--- config.mk ---
export PLATFORM = sky130hd
export DESIGN_NAME = ws2812_frame_driver
export DESIGN_NICKNAME = d
export VERILOG_FILES = /design/src/rtl/ws2812_frame_driver.sv
export SDC_FILE = /design/constraint.sdc
export NUM_CORES = 1
export LEC_CHECK = 0
export CORE_MARGIN = 5
export CORE_UTILIZATION = 56
export DETAILED_ROUTE_END_ITERATION = 8
export PLACE_DENSITY = 0.78
export SLEW_MARGIN = 0
export SYNTH_ARGS = -nofsm -noshare
export SYNTH_HDL_FRONTEND = slang
export SYNTH_SLANG_ARGS = --single-unit
--- constraint.sdc ---
create_clock -name clk -period 2.9 [get_ports clk]
set_clock_uncertainty 0.05 [all_clocks]
set_input_delay 0.435 -clock clk [delete_from_list [all_inputs] [get_ports clk]]
set_output_delay 0.435 -clock clk [all_outputs]
set_load 0.01 [all_outputs]
--- src/rtl/ws2812_frame_driver.sv ---
// ============================================================================
//  Module      : ws2812_frame_driver
//  Description : Walks an LED strip, samples G/R/B per index and serialises the
//                frame onto a WS2812 line followed by the latch gap. Optional
//                output dimming is enabled with the WS2812_DIM_EN macro.
//  Revision    : 1.0  initial release
// ============================================================================
`default_nettype none

module ws2812_frame_driver #(
  parameter int MAX_POS      = 16,
  parameter int T0H_CYCLES   = 20,
  parameter int T1H_CYCLES   = 40,
  parameter int BIT_CYCLES   = 63,
  parameter int RESET_CYCLES = 2600
`ifdef WS2812_DIM_EN
  , parameter int DIM_SHIFT  = 2
`endif
) (
  input  logic                 clk,
  input  logic                 rst_n,
  input  logic                 update_frame,
  input  logic [7:0]           led_green_intensity,
  input  logic [7:0]           led_red_intensity,
  input  logic [7:0]           led_blue_intensity,
  output logic [((MAX_POS > 1) ? $clog2(MAX_POS) : 1)-1:0] current_led,
  output logic                 data_out,
  output logic                 busy,
  output logic                 frame_done
);

  localparam int LED_W   = (MAX_POS > 1) ? $clog2(MAX_POS) : 1;
  localparam int CNT_MAX = (BIT_CYCLES > RESET_CYCLES) ? BIT_CYCLES : RESET_CYCLES;
  localparam int CNT_W   = (CNT_MAX > 1) ? $clog2(CNT_MAX) : 1;

  localparam logic [LED_W-1:0] LAST_LED = LED_W'(MAX_POS - 1);
  localparam logic [LED_W-1:0] LED_ONE  = (MAX_POS == 1) ? '0 : LED_W'(1);
  localparam logic [CNT_W-1:0] BIT_LAST = CNT_W'(BIT_CYCLES - 1);
  localparam logic [CNT_W-1:0] RST_LAST = CNT_W'(RESET_CYCLES - 1);
  localparam logic [CNT_W-1:0] T0H_C    = CNT_W'(T0H_CYCLES);
  localparam logic [CNT_W-1:0] T1H_C    = CNT_W'(T1H_CYCLES);

  localparam logic [1:0] S_IDLE  = 2'd0;
  localparam logic [1:0] S_LOAD  = 2'd1;
  localparam logic [1:0] S_SEND  = 2'd2;
  localparam logic [1:0] S_LATCH = 2'd3;

  logic [1:0]       state;
  logic [23:0]      shift;
  logic [LED_W-1:0] pix_cnt;
  logic [4:0]       bit_cnt;
  logic [CNT_W-1:0] cyc_cnt;
  logic             pending;
  logic [23:0]      pixel;

  always_comb begin
`ifdef WS2812_DIM_EN
    pixel = {led_green_intensity >> DIM_SHIFT,
             led_red_intensity   >> DIM_SHIFT,
             led_blue_intensity  >> DIM_SHIFT};
`else
    pixel = {led_green_intensity, led_red_intensity, led_blue_intensity};
`endif
  end

  // Outputs decode straight from registers so an async reset silences the line at once.
  assign data_out   = (state == S_SEND) && (cyc_cnt < (shift[23] ? T1H_C : T0H_C));
  assign busy       = (state != S_IDLE);
  assign frame_done = (state == S_LATCH) && (cyc_cnt == RST_LAST);

  always_ff @(posedge clk or negedge rst_n) begin
    if (!rst_n) begin
      state       <= S_IDLE;
      current_led <= '0;
      shift       <= '0;
      pix_cnt     <= '0;
      bit_cnt     <= '0;
      cyc_cnt     <= '0;
      pending     <= 1'b0;
    end else begin
      case (state)
        S_IDLE: begin
          current_led <= '0;
          if (update_frame || pending) state <= S_LOAD;
        end
        S_LOAD: begin
          shift       <= pixel;
          pix_cnt     <= '0;
          bit_cnt     <= '0;
          cyc_cnt     <= '0;
          pending     <= 1'b0;
          current_led <= LED_ONE;
          state       <= S_SEND;
        end
        S_SEND: begin
          if (cyc_cnt == BIT_LAST) begin
            cyc_cnt <= '0;
            if (bit_cnt != 5'd23) begin
              shift   <= {shift[22:0], 1'b0};
              bit_cnt <= bit_cnt + 5'd1;
            end else if (pix_cnt != LAST_LED) begin
              shift       <= pixel;
              pix_cnt     <= pix_cnt + 1'b1;
              bit_cnt     <= '0;
              current_led <= (current_led == LAST_LED) ? '0 : current_led + 1'b1;
            end else begin
              state       <= S_LATCH;
              current_led <= '0;
            end
          end else begin
            cyc_cnt <= cyc_cnt + 1'b1;
          end
        end
        S_LATCH: begin
          if (cyc_cnt == RST_LAST) begin
            cyc_cnt <= '0;
            state   <= (pending || update_frame) ? S_LOAD : S_IDLE;
          end else begin
            cyc_cnt <= cyc_cnt + 1'b1;
          end
        end
        default: state <= S_IDLE;
      endcase
      // Placed last so a request landing in the LOAD cycle is still queued.
      if (update_frame && (state != S_IDLE)) pending <= 1'b1;
    end
  end

endmodule

`default_nettype wire

Word-level counts from Yosys, hierarchy flattened
Index checks and enable logic that the tools add are counted.
{"block": "totals", "latch_bits": 0, "romBits": 0, "in_bits": 27, "mem_count": 0, "ff_bits": 52, "wordCells": 71, "ram_bits": 0}
{"block": "classes", "shift": 0, "n_div": 0, "n_eq_ne": 15, "multipliers": 0, "reduce_logical": 14, "magnitude_cmp": 1, "n_bitwise": 0, "mux": 30, "addsub": 4}
{"cell": "$mux 24", "n": 3}
{"cell": "$pmux 24 s2", "n": 1}
{"cell": "$pmux 12 s3", "n": 1}
{"cell": "$mux 4", "n": 7}
{"cell": "$mux 12", "n": 2}
{"cell": "$mux 5", "n": 3}
{"cell": "$add 12x1->12 const B", "n": 1}
{"cell": "$eq 12x12->1 const B", "n": 1}
{"cell": "$eq 12x6->1 const B", "n": 1}
{"cell": "$lt 12x6->1", "n": 1}
{"cell": "$pmux 4 s3", "n": 1}
{"cell": "$mux 2", "n": 5}
{"cell": "$pmux 5 s2", "n": 1}
{"cell": "$add 4x1->4 const B", "n": 2}
{"cell": "$pmux 2 s4", "n": 1}
{"cell": "$pmux 4 s2", "n": 1}
{"cell": "$mux 6", "n": 1}
{"cell": "$ne 2x1->1 const B", "n": 3}
{"cell": "$ne 2x2->1 const B", "n": 3}
{"cell": "$reduce_and 3->1", "n": 2}
{"cell": "$reduce_bool 2->1", "n": 3}
{"cell": "$reduce_bool 3->1", "n": 2}
{"cell": "$add 5x1->5 const B", "n": 1}
{"cell": "$ne 5x5->1 const B", "n": 1}
{"cell": "other kinds (11)", "n": 16}

Logic depth before layout (Yosys ltp)
Gate-level depths: netlist of run 1.
{"block": "depth", "depth_word": 6, "mapped_depth": 9, "depth_no_buf": 7}

Least setup slack after synthesis of run 1
No wires, ideal clock.
{"block": "synth_timing", "path_kind": "reg2out", "startpoint": "reg shift[23]", "endpoint": "out data_out", "path_stages_with_launch": 7, "t_arrival_ps": 1680, "path_buffers": 0, "path_slack_ps": 735, "t_required_ps": 2415, "cell_sequence": "dfrtp_1 -> inv_1 -> ha_1 -> o21a_1 -> o21ai_0 -> nand2b_1 -> a2111oi_0"}
{"block": "synth_via", "elab_chain_cells": 3}
{"item": "start, declared", "line_no": "49", "source": "logic [23:0] shift;"}
{"item": "start signal, assigned", "line_no": "87", "source": "shift <= pixel;"}
{"item": "start signal, assigned", "line_no": "99", "source": "shift <= {shift[22:0], 1'b0};"}
{"item": "start signal, assigned", "line_no": "102", "source": "shift <= pixel;"}
{"item": "$mux 6", "line_no": "67", "source": "assign data_out = (state == S_SEND) && (cyc_cnt < (shift[23] ? T1H_C : T0H_C));"}
{"item": "$lt 12x6->1", "line_no": "67"}
{"item": "$logic_and 1x1->1", "line_no": "67"}
{"item": "end, declared", "line_no": "27", "source": "output logic data_out,"}
No other way between the ends.

Worst setup path in the final report of run 1
Same ends and word-level chain as after synthesis.

==> results of run 1 <==
-- worst max-delay path, cell delays in order (launching register included) --
cell,delay [ns]
dfrtp_1,0.41
inv_1,0.08
ha_1,0.29
o21a_1,0.10
o21ai_0,0.14
nand2b_1,0.08
a2111oi_1,0.40
dlygate4sd2_1,0.32
-- state kept, by name (all words and copies together), names as in the netlist --
| register | flops |
|---|---|
| shift | 24 |
| cyc_cnt | 12 |
| bit_cnt | 5 |
| current_led | 4 |
| pix_cnt | 4 |
| state | 2 |
| pending | 1 |
-- final timing paths --
check	to	cells past startpoint
setup / recovery	data_out	7
hold / removal	cyc_cnt[7]	1
setup reg to reg	cyc_cnt[8]	8
hold reg to reg	pix_cnt[3]	1
max in group asynchronous	shift[23]	2
min in group clk	pix_cnt[3]	1
-- synth_stat cells, drive strengths merged, types with 2 or more instances --
library cell | n | share of area (%)
and3 | 4 | 0.85
o221a | 18 | 6.9
o211ai | 2 | 0.51
nor3 | 5 | 1.0
clkbuf | 9 | 1.2
nand2 | 22 | 2.8
nand3 | 28 | 5.0
o21ai | 13 | 2.4
dfrtp | 52 | 44
a21o | 4 | 1.0
nand4 | 5 | 1.3
nor4b | 2 | 0.60
nand2b | 3 | 0.64
ha | 14 | 6.0
xnor2 | 4 | 1.2
or4 | 3 | 0.77
buf | 9 | 2.0
nor2 | 34 | 4.4
a2bb2oi | 2 | 0.60
a21oi | 16 | 2.7
inv | 13 | 1.7
mux2i | 12 | 4.1
nor2b | 3 | 0.64
and4 | 3 | 0.90
and2 | 2 | 0.43
nand4b | 2 | 0.60
-- final cells by class --
class | count | share of cell area [%]
tap | 70 | 2.54
multi-input combinational | 219 | 43.1
inverter | 13 | 1.41
sequential | 52 | 37.7
clock inverter | 2 | 1.74
timing repair buffer | 43 | 11.6
clock buffer | 5 | 1.99
-- metal layers --
layer	wire length [µm]	up-vias
li1	-	1162
met1	2880	1166
met2	3150	47
met3	174	16
met4	110	0
met5	0	-
-- power by group --
| group | switching (W) | leakage [nW] | internal (W) |
|---|---|---|---|
| combinational | 0.0000248 | 0.758 | 0.0000359 |
| sequential | 0.000000404 | 0.667 | 0.000725 |
| clock | 0.000237 | 0.0642 | 0.000340 |
| total | 0.000262 | 1.49 | 0.00110 |
-- per-stage QoR --
| step | total power [W] | worst slack, ns | utilization [%] |
|---|---|---|---|
| after floorplan | 0.000750 | 0.735 | - |
| after global placement | 0.000802 | 0.283 | 65.1 |
| after detailed placement | 0.000802 | 0.261 | 65.1 |
| after CTS | 0.00138 | 0.269 | 67.6 |
| after global routing | 0.00141 | 0.0760 | 67.6 |
| final | 0.00136 | 0.294 | 67.6 |
-- logic make-up (layout without fill, tap and decap cells) --
kind of cell / Yosys count / after routing / share of synthesized area [%]
AOI/OAI and AO/OA: 66 / 66 / 17.1
xor gates and xnor gates: 5 / 5 / 1.50
adders and majority gates: 14 / 14 / 5.98
buffers and inverters: 31 / 63 / 4.83
DFF: 52 / 52 / 44.4
muxes: 12 / 12 / 4.10
and+or+nand+nor: 122 / 122 / 22.0
-- what timing repair did --
action / in CTS / in global routing
hold buffers: 0 / 0
resized for setup: 2 / 0
setup endpoints to repair: 1 / 0
setup buffers: 0 / 0
==> out/summary.txt, run 1 <==
Warning count from the yosys run: 0
Fin area: 3450 µm²
ANT nets after route: 0
Post-Layout Cell Count: 404
Final WL: 6310 µm
Unrepaired setup endpoints after global routing: false
Rel. slew slack: 67.2%
Ant. Diodes: 0
Area of the multi-input gates: 1490 µm²
WL per Instance: 15.6 µm
Critical path arrival: 2.12 ns
Cell area after synthesis: 2930 µm²
DR iter-0 viols: 129
Total track usage: 19.9%
Leak pwr: 1.49 nW
Most frequent cells in the layout: dfrtp_1, nor2_1, clkdlybuf4s50_1
Met3 Track Usage GR: 3.90%
Hold WS: 0.0277 ns
Met1 usage: 26.4%
Final Max Tran Viols: 0
Clock buffer depth: 2
Vias in the first global route: 2323
Chip width: 82.3 µm
Placed Cells incl. Taps: 397
Pwr Density: 395 nW/µm²
Busiest layer in global routing: met2
Part of the cycle the worst path needs: 89.9%
Post-DP HPWL: 4500 µm
CTS tree: done
Grt ovf: 0
Ports: 34
First-pass GRT wire length: 10600 µm
Skew-Pair Late Insertion Delay: 0.31 ns
Share of cells above drive strength 1: 8.68%
Asr flop ratio synth: 100%
Root buffer cell: clkbuf_8
Crit path launch type: register
Seq/Total Area, Yosys: 44.4%
CTS Sinks: 52
Commonest non-fill, non-tap cell in the layout: dfrtp_1
Tmin final: 2.61 ns
Die area: 6770 µm²
R2r setup slk: 0.56 ns
Max-Cap Viols: 0
Crit Path Class: reg -> out
Crit path capture type: output port
WP data required: 2.41 ns
Cells after Synth: 302
M2 GR Usage: 31.9%
Netlist cell types: 53
Drt pass-1 iters: 4
Vias per cell: 5.92
Status: complete, no violations
FMAX: 384 MHz
Fin. Hold Viols: 0
Largest net degree at the start of global routing: 32
Worst slew pin tran: 0.489 ns
DR vias: 2391
Setup TNS: 0 ns
Reg clk slew, reported paths: 0.09 ns
Rows: 26
CTS Buf Count: 5
RR Startpoint: state[0]
CP Max Fanout: 4
Core Box Area: 5110 µm²
Gpl congestion: 0.849
Final setup violation count: 0
Syn_nets: 343
Fillers: 423
Yosys reg bits: 52
Area Overhead vs Synth: 17.9%
H-tree level count: 2
Post-route DRC: 0
Port Buffer Count: 33
Ys flop type: dfrtp_1
Post-Syn Area per Cell: 9.69 µm²
Initial antenna violation count: 0
Worst vdd ir: 0.229 mV
Hold Crit Class: in -> async
Layout Nets: 375
Placement Cell Area: 3320 µm²
Starting Density: 57.3%
Number of synthesized flops with an enable pin: 0
Area occupied by registers: 1300 µm²
Die Ht: 82.3 µm
Critical Path Start: shift[23]
Power figures use the tool's default switching activity.
==> inputs of run 2 (changes only) <==
- CTS_CLUSTER_DIAMETER: not set -> 200
==> results of run 2 <==
Final layout, timing and power as in run 1 (identical DEF).
==> inputs of run 3 (changes only) <==
- CORE_UTILIZATION: 56 -> 25
- PLACE_DENSITY: 0.78 -> 0.4
- TNS_END_PERCENT: not set -> 10
==> out/summary.txt, run 3 (synthesis gave the netlist of run 1 again) <==
Status: complete, no violations (unchanged)
Commonest non-fill, non-tap cell in the layout: dfrtp_1 (unchanged)
Chip width: 118 µm (was 82.3 µm)
Tmin final: 2.54 ns (was 2.61 ns)
Worst Reg-to-Reg Cells: 7 (was 8)
Vias in the first global route: 2498 (was 2323)
Layout Nets: 382 (was 375)
Total track usage: 10.8% (was 19.9%)
Reg clk slew, reported paths: 0.07 ns (was 0.09 ns)
Setup TNS: 0 ns (unchanged)
Crit Path Class: reg -> out (unchanged)
WP data required: 2.41 ns (about the same)
Ports: 34 (unchanged)
Post-DP HPWL: 5100 µm (was 4500 µm)
Leak pwr: 1.57 nW (was 1.49 nW)
WL per Instance: 15.0 µm (was 15.6 µm)
CP Max Fanout: 5 (was 4)
CTS Buf Count: 5 (unchanged)
Area occupied by registers: 1300 µm² (unchanged)
CTS Sinks: 52 (unchanged)
H-tree level count: 2 (unchanged)
Unrepaired setup endpoints after global routing: false (unchanged)
Rel. slew slack: 49.7% (was 67.2%)
Reg with most FFs: shift (unchanged)
DR iter-0 viols: 109 (was 129)
Fin. Hold Viols: 0 (unchanged)
Largest net degree at the start of global routing: 30 (was 32)
Share of cells above drive strength 1: 11.1% (was 8.68%)
Die area: 14000 µm² (was 6770 µm²)
Root buffer cell: clkbuf_16 (was clkbuf_8)
Skew-Pair Late Insertion Delay: 0.30 ns (was 0.31 ns)
Starting Density: 25.5% (was 57.3%)
Pwr Density: 407 nW/µm² (was 395 nW/µm²)
Grt ovf: 0 (unchanged)
Final setup violation count: 0 (unchanged)
Drt pass-1 iters: 4 (unchanged)
Critical path arrival: 2.05 ns (was 2.12 ns)
Area Overhead vs Synth: 26.1% (was 17.9%)
Worst vdd ir: 0.349 mV (was 0.229 mV)
Initial antenna violation count: 0 (unchanged)
Post-Layout Cell Count: 485 (was 404)
Gpl congestion: 0.723 (was 0.849)
Core Box Area: 11500 µm² (was 5110 µm²)
Final Max Tran Viols: 0 (unchanged)
Post-route DRC: 0 (unchanged)
Max reg flops: 24 (unchanged)
FMAX: 394 MHz (was 384 MHz)
Crit path launch type: register (unchanged)
Worst slew pin tran: 0.755 ns (was 0.489 ns)
Hold Crit Class: in -> async (unchanged)
Placement Cell Area: 3480 µm² (was 3320 µm²)
Die Ht: 118 µm (was 82.3 µm)
Max-Cap Viols: 0 (unchanged)
Final WL: 7290 µm (was 6310 µm)
Largest registers in the final layout: shift: 24 flops, cyc_cnt: 12 flops, bit_cnt: 5 flops (unchanged)
Part of the cycle the worst path needs: 87.6% (was 89.9%)
Clock buffer depth: 2 (unchanged)
CTS tree: done (unchanged)
Fillers: 1204 (was 423)
Rows: 39 (was 26)
Crit path capture type: output port (unchanged)
DR vias: 2417 (was 2391)
Area of the multi-input gates: 1500 µm² (was 1490 µm²)
Fin area: 3690 µm² (was 3450 µm²)
First-pass GRT wire length: 12600 µm (was 10600 µm)
R2r setup slk: 0.53 ns (was 0.56 ns)
Port Buffer Count: 33 (unchanged)
Finished Core Util: 32.2% (was 67.6%)
ANT nets after route: 0 (unchanged)
Placed Cells incl. Taps: 476 (was 397)
Ant. Diodes: 0 (unchanged)
Most frequent cells in the layout: dfrtp_1, nor2_1, clkdlybuf4s50_1 (unchanged)
Vias per cell: 4.98 (was 5.92)
Hold_buf cts: 0 (unchanged)
Reg-to-Reg End: shift[4] (was cyc_cnt[8])
RR Startpoint: state[0] (unchanged)
run 3: cell count changes in the layout (fill, tap and decap cells not counted), moves of 2 or more:
cell       previous run  this run
buf_12                0         2
buf_4                10        15
clkbuf_16             0         5
clkbuf_8              5         1
run 3: worst max-delay path by stage:
| stage | cells after the start | from | endpoint |
|---|---|---|---|
| 3_3_place_gp | 8 | shift[23] | data_out |
| 2_1_floorplan | 6 | shift[23] | data_out |
| 3_5_place_dp | 8 | shift[23] | data_out |
| 4_1_cts | 8 | shift[23] | data_out |
| 5_1_grt | 4 | cyc_cnt[10] | frame_done |
| 6_report | 4 | cyc_cnt[10] | frame_done |
run 3: critical path, cell delays in order (launching register included):
cell and delay [ns]:
dfrtp_1 0.44, nor4_4 0.41, nand4_1 0.19, nor2_1 0.15
clkdlybuf4s50_1 0.56
run 3: through the flow:
| stage | setup WS (ns) | hold WS, ns | total power (W) |
|---|---|---|---|
| 6_report | 0.360 | 0.154 | 0.00150 |
| 5_1_grt | 0.215 | 0.223 | 0.00157 |
| 4_1_cts | 0.00775 | 0.193 | 0.00154 |
| 3_5_place_dp | 0.197 | 0.424 | 0.000808 |
| 3_3_place_gp | 0.260 | 0.430 | 0.000808 |
| 2_1_floorplan | 0.735 | 0.0894 | 0.000750 |
run 3: cell type report:
type | instances | share of cell area, %
clock inverters | 2 | 1.05
inverters | 13 | 1.32
clock buffers | 6 | 3.76
flip-flops and latches | 52 | 35.3
repair buffers | 50 | 13.0
well taps | 143 | 4.85
multi-input cells | 219 | 40.7
run 3: layer usage:
| metal | track usage (%) | part of all wire (%) |
|---|---|---|
| met2 | 17.0 | 47 |
| met5 | 0 | 0 |
| met3 | 2.10 | 2.4 |
| met4 | 3.37 | 1.5 |
| met1 | 15.0 | 49 |
run 3: report_power, final:
group	leakage, nW	internal (W)	switching [W]
Sequential	0.667	0.000725	0.000000351
Combinational	0.815	0.0000379	0.0000269
Clock	0.0871	0.000433	0.000279
Total	1.57	0.00120	0.000307
run 3: what timing repair did:
item | 4_1_cts | 5_1_grt
endpoints found under the setup margin | 1 | 1
gates resized for setup | 2 | 3
pin swaps | 0 | 2
setup buffers | 1 | 0
==> patch (config.mk and constraints of run 3) <==
Add a define of `WS2812_DIM_EN`.
--- a/src/rtl/ws2812_frame_driver.sv
+++ b/src/rtl/ws2812_frame_driver.sv
@@ -7,4 +7,6 @@
 // ============================================================================
 `default_nettype none
+
+`define WS2812_DIM_EN
 
 module ws2812_frame_driver #(
Function: same outputs for any inputs over 10 cycles, from zero or initial values and one cycle with rst_n low; that may be too few to reach the edited logic, so the function may still have changed.
==> patch against run 3 <==
- worst setup slack worse by 0.10 ns
- area after synthesis rose by 0.26%
- critical path depth grew 1
- synthesized cell count increased by 3.6%
- sequential power up 2.9%
- register-to-register slack got worse by 0.24 ns
- count of clock-buffer cells in the layout increased by 1
- total power shrank 5.3%
- largest power group unchanged
- sequential cell count unchanged
- routed wire length up 0.36%
- cell area down 2.5%
==> patch: results (changes against run 3) <==
status completed; Synth cell types 50 (-5.7%); GR Util All Layers 10.9% (+0.053 points); pre-CTS worst setup slack 0.227 ns (+0.0298 ns); number of global-route vias before repair 2492 (-0.24%); CP Capture Type primary output; via count 2431 (+0.58%); I/O Buffers 27 (-18%); # fillers 1193 (-0.91%); layout cells sized above 1 13.8% (+2.7 points); Syn Nets 354 (+3.2%); Max Freq 378 MHz (-4.0%); DRT iter0 DRCs 123 (+13%); Placer Congestion 0.763 (+5.5%); commonest cells in the netlist dfrtp_1 (52), nand2_1 (28), nand3_1 (26), nor2_1 (26), o21ai_0 (21); clock buffer depth 2 (unchanged); number of non-clock buffers in the layout 43 (-14%); Multi-input comb cells 230 (+5.0%); largest net degree at the start of global routing 22 (-27%); Leakage 1.56 nW (-0.39%); DP Wirelength 5280 um (+3.5%); fraction of area in multi-input gates 42.2% (+1.4 points); R2R depth 6 (-1); seq_cells 52 (unchanged); Inverters, non-clock 14 (+1); compound-cell area share of the yosys netlist 20.1% (+3.0 points); CP delay by family, top buffers and inverters; share of the synthesized area in the top cell type 44.3% (-0.11 points); Worst VDD drop 0.240 mV (-31%); ClkCell Share 4.17% (-0.64 points); final net count 387 (+1.3%); flip-flop and latch area 0.00130 mm^2 (unchanged); first-pass GRT wire length 12700 um (+1.1%); sequential fraction of the synthesis area 44.3% (-0.11 points); fraction of the mapped netlist area in adder cells 5.97% (-0.015 points); Tightest Pin Transition 0.629 ns (-0.126 ns); synth top area cells dfrtp_1 (44%), ha_1 (6.0%), o221a_2 (4.6%); crit path DAT 2.16 ns (+0.11 ns); xor/xnor share of the synthesized area 0.895% (-0.60 points); Signal buf overhead 11.0% (-2.0 points); worst-path fanout max 8 (+3); Setup crit start cyc_cnt[8]$_DFFE_PN0N_; CTS resizes 3 (+1); setup slack, reg-to-reg 0.29 ns (-0.24 ns); Layout clock buffers 7 (+1); DR WL/cell 14.9 um (-0.67%)
patch: how the worst min path moves through the flow:
stage,cells after the start,to,startpoint
2_1_floorplan,0,bit_cnt[0]$_DFFE_PN0P_,rst_n
3_5_place_dp,1,current_led[3]$_DFFE_PN0P_,rst_n
5_1_grt,1,current_led[3]$_DFFE_PN0P_,rst_n
6_report,1,current_led[3]$_DFFE_PN0P_,rst_n
4_1_cts,1,current_led[3]$_DFFE_PN0P_,rst_n
3_3_place_gp,1,current_led[3]$_DFFE_PN0P_,rst_n
patch: power breakdown:
group	switching [mW]	leakage, nW	total, mW	internal, mW
sequential	0.00866	0.662	0.747	0.738
clock	0.270	0.0701	0.615	0.345
combinational	0.0241	0.832	0.0614	0.0373
patch: metal layers:
| layer | GRT usage [%] | part of all wire, % | up-vias |
|---|---|---|---|
| met5 | 0 | 0 | - |
| met4 | 3.01 | 1.1 | 0 |
| met3 | 2.29 | 3.1 | 6 |
| met2 | 16.9 | 44 | 37 |
| met1 | 15.3 | 52 | 1169 |
| li1 | - | - | 1219 |
patch: worst register-to-register path: cells and delay by family, from the launching register on:
family | cells | cell delay [ns]
AOI/OAI and AO/OA | 2 | 0.46
and+or+nand+nor | 3 | 1.38
DFF | 1 | 0.47
buffers and inverters | 1 | 0.20
patch: through the flow:
| step | utilization (%) | instance area [um^2] | hold slack [ns] | power, mW | cells |
|---|---|---|---|---|---|
| global placement | 30.0 | 3440 | 0.368 | 0.824 | 482 |
| CTS | 31.4 | 3600 | 0.0431 | 1.45 | 490 |
| floorplan | - | 2940 | 0.0894 | 0.775 | 313 |
| global route | 31.4 | 3600 | 0.0655 | 1.49 | 490 |
| finish | 31.4 | 3600 | 0.0306 | 1.42 | 490 |
| detailed placement | 30.0 | 3440 | 0.361 | 0.824 | 482 |
